## config.mk

```make
export PLATFORM = sky130hd
export DESIGN_NAME = key_entry
export DESIGN_NICKNAME = d
export VERILOG_FILES = /design/src/rtl/keypad_pkg.sv /design/src/rtl/key_press_detect.sv /design/src/rtl/key_entry.sv
export SDC_FILE = /design/constraint.sdc
export NUM_CORES = 1
export LEC_CHECK = 0
export ABC_AREA = 1
export CAP_MARGIN = 5
export CORE_ASPECT_RATIO = 0.6
export CORE_MARGIN = 3
export CORE_UTILIZATION = 40
export CTS_CLUSTER_SIZE = 12
export DETAILED_ROUTE_END_ITERATION = 16
export PLACE_DENSITY = 0.64
export SLEW_MARGIN = 20
export SYNTH_ARGS = -nofsm -noshare
export SYNTH_HDL_FRONTEND = slang
export SYNTH_HIERARCHICAL = 1
export SYNTH_SLANG_ARGS = --single-unit
```

## constraint.sdc

```tcl
create_clock -name clk -period 4.65 [get_ports clk]
set_clock_uncertainty 0.1 [all_clocks]
set_input_delay 0.93 -clock clk [delete_from_list [all_inputs] [get_ports clk]]
set_output_delay 0.93 -clock clk [all_outputs]
set_load 0.03 [all_outputs]
```

## src/rtl/keypad_pkg.sv

```systemverilog
// Shared key codes, state types and digit classification for the keypad entry path.
// KEY_ENTRY_HEX_EN widens the digit class to 0x0-0xD (hex operands).
package keypad_pkg;

   localparam logic [3:0] KEY_CLEAR = 4'hE;
   localparam logic [3:0] KEY_ENTER = 4'hF;

   typedef enum logic [1:0] {
      ENTER_A = 2'd0,
      ENTER_B = 2'd1,
      DONE    = 2'd2
   } entry_state_t;

   typedef enum logic {
      RELEASED = 1'b0,
      HELD     = 1'b1
   } press_state_t;

   function automatic logic is_digit(input logic [3:0] code);
`ifdef KEY_ENTRY_HEX_EN
      return code <= 4'hD;
`else
      return code <= 4'h9;
`endif
   endfunction

endpackage

```

## src/rtl/key_press_detect.sv

```systemverilog
// Turns the column-scanned key_valid/key_code pair into one press_evt per physical press.
//   state    | meaning
//   RELEASED | no key down; next key_valid is a new press
//   HELD     | key down; silence counts idle cycles toward release
module key_press_detect
   import keypad_pkg::*;
#(
   parameter int RELEASE_CYCLES = 8
) (
   input  logic       clk,
   input  logic       rst,
   input  logic       key_valid,
   input  logic [3:0] key_code,
   output logic       press_evt,
   output logic [3:0] press_code
);

   localparam int CW = $clog2(RELEASE_CYCLES);
   localparam logic [CW-1:0] LAST = CW'(RELEASE_CYCLES - 1);

   // Release must span a full 4-column scan or a held key would re-trigger.
   if (RELEASE_CYCLES < 4) begin : g_cfg_err
      $error("key_press_detect: RELEASE_CYCLES must be >= 4");
   end

   press_state_t  state, state_next;
   logic [CW-1:0] silence, silence_next;
   logic          evt_next;
   logic [3:0]    code_next;

   always_comb begin
      state_next   = state;
      silence_next = silence;
      evt_next     = 1'b0;
      code_next    = press_code;
      case (state)
         RELEASED: begin
            if (key_valid) begin
               code_next    = key_code;
               evt_next     = 1'b1;
               state_next   = HELD;
               silence_next = '0;
            end
         end
         HELD: begin
            if (key_valid) begin
               silence_next = '0;
            end else if (silence == LAST) begin
               state_next = RELEASED;
            end else begin
               silence_next = silence + CW'(1);
            end
         end
         default: state_next = RELEASED;
      endcase
   end

   always_ff @(posedge clk or posedge rst) begin
      if (rst) begin
         state      <= RELEASED;
         silence    <= '0;
         press_evt  <= 1'b0;
         press_code <= 4'h0;
      end else begin
         state      <= state_next;
         silence    <= silence_next;
         press_evt  <= evt_next;
         press_code <= code_next;
      end
   end

endmodule

```

## src/rtl/key_entry.sv

```systemverilog
// Operand-entry controller: press events build two BCD (or hex with KEY_ENTRY_HEX_EN) operands.
//   state   | meaning
//   ENTER_A | digits edit operand A
//   ENTER_B | A frozen, digits edit operand B
//   DONE    | operands_valid high until ack or CLEAR
module key_entry
   import keypad_pkg::*;
#(
   parameter int DIGITS         = 3,
   parameter int RELEASE_CYCLES = 8
) (
   input  logic                          clk,
   input  logic                          rst,
   input  logic                          key_valid,
   input  logic [3:0]                    key_code,
   output logic [4*DIGITS-1:0]           operand_a,
   output logic [4*DIGITS-1:0]           operand_b,
   output logic                          operands_valid,
   input  logic                          operands_ack,
   output logic [4*DIGITS-1:0]           active_value,
   output logic [$clog2(DIGITS+1)-1:0]   digit_count,
   output logic                          entering_b
);

   localparam int W  = 4 * DIGITS;
   localparam int CW = $clog2(DIGITS + 1);

   logic         press_evt;
   logic [3:0]   press_code;

   entry_state_t state, state_next;
   logic [W-1:0] op_a, op_a_next;
   logic [W-1:0] op_b, op_b_next;
   logic [CW-1:0] cnt, cnt_next;
   logic         is_clear, is_enter, digit_ok;

   key_press_detect #(
      .RELEASE_CYCLES(RELEASE_CYCLES)
   ) u_press (
      .clk       (clk),
      .rst       (rst),
      .key_valid (key_valid),
      .key_code  (key_code),
      .press_evt (press_evt),
      .press_code(press_code)
   );

   assign is_clear = press_evt && (press_code == KEY_CLEAR);
   assign is_enter = press_evt && (press_code == KEY_ENTER);
   // A full operand silently drops further digits; the count saturates.
   assign digit_ok = press_evt && is_digit(press_code) && (cnt != CW'(DIGITS));

   always_comb begin
      state_next = state;
      op_a_next  = op_a;
      op_b_next  = op_b;
      cnt_next   = cnt;
      case (state)
         ENTER_A: begin
            if (is_clear) begin
               op_a_next = '0;
               cnt_next  = '0;
            end else if (is_enter) begin
               state_next = ENTER_B;
               op_b_next  = '0;
               cnt_next   = '0;
            end else if (digit_ok) begin
               op_a_next = W'({op_a, press_code});
               cnt_next  = cnt + CW'(1);
            end
         end
         ENTER_B: begin
            if (is_clear) begin
               op_b_next = '0;
               cnt_next  = '0;
            end else if (is_enter) begin
               state_next = DONE;
            end else if (digit_ok) begin
               op_b_next = W'({op_b, press_code});
               cnt_next  = cnt + CW'(1);
            end
         end
         DONE: begin
            if (operands_ack || is_clear) begin
               state_next = ENTER_A;
               op_a_next  = '0;
               op_b_next  = '0;
               cnt_next   = '0;
            end
         end
         default: begin
            state_next = ENTER_A;
            op_a_next  = '0;
            op_b_next  = '0;
            cnt_next   = '0;
         end
      endcase
   end

   always_ff @(posedge clk or posedge rst) begin
      if (rst) begin
         state <= ENTER_A;
         op_a  <= '0;
         op_b  <= '0;
         cnt   <= '0;
      end else begin
         state <= state_next;
         op_a  <= op_a_next;
         op_b  <= op_b_next;
         cnt   <= cnt_next;
      end
   end

   assign operand_a      = op_a;
   assign operand_b      = op_b;
   assign operands_valid = (state == DONE);
   assign entering_b     = (state == ENTER_B);
   assign active_value   = (state == ENTER_A) ? op_a : op_b;
   assign digit_count    = cnt;

endmodule

```

==> run metrics <==
status=finished, final reports clean; first-pass GRT wire length=7.57 mm; Worst Setup EP=active_value[4]; worst hold slack=0.412 ns; most frequent cells in the layout=nand2_1, clkdlybuf4s50_1, dfrtp_1; most frequent CP cell=nand2_1; Netlist Area Pre-Place=2010 um2; worst path bufs/invs=3; r2r startpoint=state[0]; DRT iter0 DRCs=71; LEAKAGE=1.23 nW; M3 GR Usage=0.0448; Final nets=303; Pre-antenna DRT Iters=4; Worst setup EP type=output pin; Synth Register Bits=37; syn avg cell area=8.15 um2; Num Clock Sinks=37; CP Max Fanout=26; Non-Filler Instances=356; Inserted Clock Buffers=5; root buf cell=clkbuf_8; core area=4710 um2; largest net degree at the start of global routing=29; yosys warns=6; Final Cycle Share=0.736; WL/cell=12.8 um; Worst-path clk slew=0.07 ns; routed wire length=4.57 mm; gate count of the mapped netlist=246; Core Util, Final=0.549; setup repair bufs after CTS=0; Worst Hold Class=flip-flop to flip-flop; worst-margin pin slew=0.768 ns; number of port buffers=47; layout cell share with drive strength beyond 1=0.174; CTS Buffer Depth=2; Rel. slew slack=0.487; DR vias=1697; diodes inserted=0; Critical R2R Capture=operand_b[1]; commonest non-fill, non-tap cell in the layout=nand2_1; vias in the first global route=1488; grt met2 use=0.223; met1 Track Usage GR=0.252; RSZ-0062 raised after global routing=no; Clock Latency Late Sink=0.28 ns; IO Count=48; register area share after synthesis=0.462; WP data arrival=2.39 ns; RePlAce Congestion=0.764; crit-path cells=inv_1 -> nand2_1 -> inv_2 -> nand2_1 -> nand2_1 -> clkdlybuf4s50_1; Syn-to-layout area delta=28.8%; detailed-route vias per instance=4.77; Synthesized Nets=257; R2R depth=7; peak supply drop=122 uV; Worst Setup Start Kind=flip-flop; full die area=5930 um2; synth unique cells=22; DIE WIDTH=97.4 um; max_cap viols=0; Fin. Hold Viols=0; fmax=292 MHz; Pwr Total=0.612 mW; max incr delay on CP=0.66 ns; Crit. path cell count=6; slack of the worst reg-to-reg path=2.33 ns; post-CTS sizing=0; final setup vio count=0; DRC=0; Top Family by Delay on Critical Path=buffers and inverters; placed cells=348; Core Rows=19; Slew Limit Fails=0; total gr overflow=0; Crit Path Class=flip-flop to output pin; PwrDens=237 nW/um2; TritonCTS clock tree=yes; HPWL after DPL=3.38 mm; initial antenna violation count=0; Initial Util=0.426; die height=60.9 um; remaining antenna violation count=0; CTS HTree Levels=2; setup TNS=0 ns; post-layout minimum cycle time=3.42 ns; Setup crit start=state[0]; WP data required=3.62 ns; All-Layer GR Usage=0.160; crit path max-delay cell type=clkdlybuf4s50_1; # hold bufs at CTS=0; gr busiest metal=met1
worst min path at each step:
stage                            start  slack [ns]  depth (start not counted)                 end
floorplan           u_press/silence[1]        0.38                          2  u_press/silence[1]
global placement         operand_a[10]        0.40                          2       operand_a[10]
detailed placement       operand_a[10]        0.40                          2       operand_a[10]
CTS                      operand_a[10]        0.42                          2       operand_a[10]
global route             operand_b[10]        0.46                          2       operand_b[10]
finish                   operand_a[10]        0.41                          2       operand_a[10]
synth_stat cells:
library cell	number	area, um2
dfrtp_1	37	926
nand2_1	91	342
clkbuf_1	5	18.8
ha_1	3	37.5
nand2_4	2	22.5
nand2_2	6	37.5
nor2_2	2	12.5
buf_2	1	5.00
nor2_1	3	11.3
nor3_1	1	5.00
o21ai_0	1	5.00
a21oi_2	1	8.76
buf_6	4	45.0
inv_1	19	71.3
o21ai_2	24	210
a21oi_1	2	10.0
nand3_2	1	10.0
nand3_1	35	175
inv_4	1	6.26
nand4_1	2	12.5
nor2_4	2	22.5
inv_2	3	11.3
metal layers:
metal | share of wire | routed length, um | up-vias
met5 | 0 | 0 | -
met1 | 0.54 | 2490 | 772
met2 | 0.40 | 1810 | 43
met4 | 0.0013 | 6 | 0
met3 | 0.058 | 264 | 2
li1 | - | - | 880
worst min-delay path, stage by stage, from the launching register on:
cell	delay, ns
dfrtp_1	0.36
nand2_1	0.07
o21ai_2	0.05
flip-flops by register name, summed over array words and instances, names as in the netlist:
name,cells
u_press/silence,3
u_press/press_evt,1
u_press/state,1
digit_count,2
operand_b,12
operand_a,12
u_press/press_code,4
state,2
power breakdown:
part           internal, mW  switching, mW
Sequential            0.331         0.0120
Combinational        0.0228         0.0316
Clock                 0.104          0.111
logic make-up after synthesis:
kind of cell / count (synthesis) / synth area share
AND/OR/NAND/NOR: 145 / 0.324
flip-flops: 37 / 0.462
buffers and inverters: 33 / 0.0786
AO/OA/AOI/OAI: 28 / 0.117
adder cells (fa/ha/maj): 3 / 0.0187
area by class of cell:
| type | count | area (um2) |
|---|---|---|
| inverters | 23 | 88.8 |
| fillers | 448 | 2120 |
| well taps | 63 | 78.8 |
| flip-flops and latches | 37 | 926 |
| clock inverters | 2 | 10.0 |
| multi-input cells | 176 | 922 |
| repair buffers | 49 | 485 |
| clock buffers | 6 | 72.6 |
stage by stage:
step | cell area [um2] | setup WS [ns]
2_1_floorplan | 2010 | 2.37
3_3_place_gp | 2500 | 1.56
3_5_place_dp | 2500 | 1.52
4_1_cts | 2580 | 1.21
5_1_grt | 2580 | 1.00
6_report | 2580 | 1.23
No activity file was read; power rests on OpenSTA's default activity.
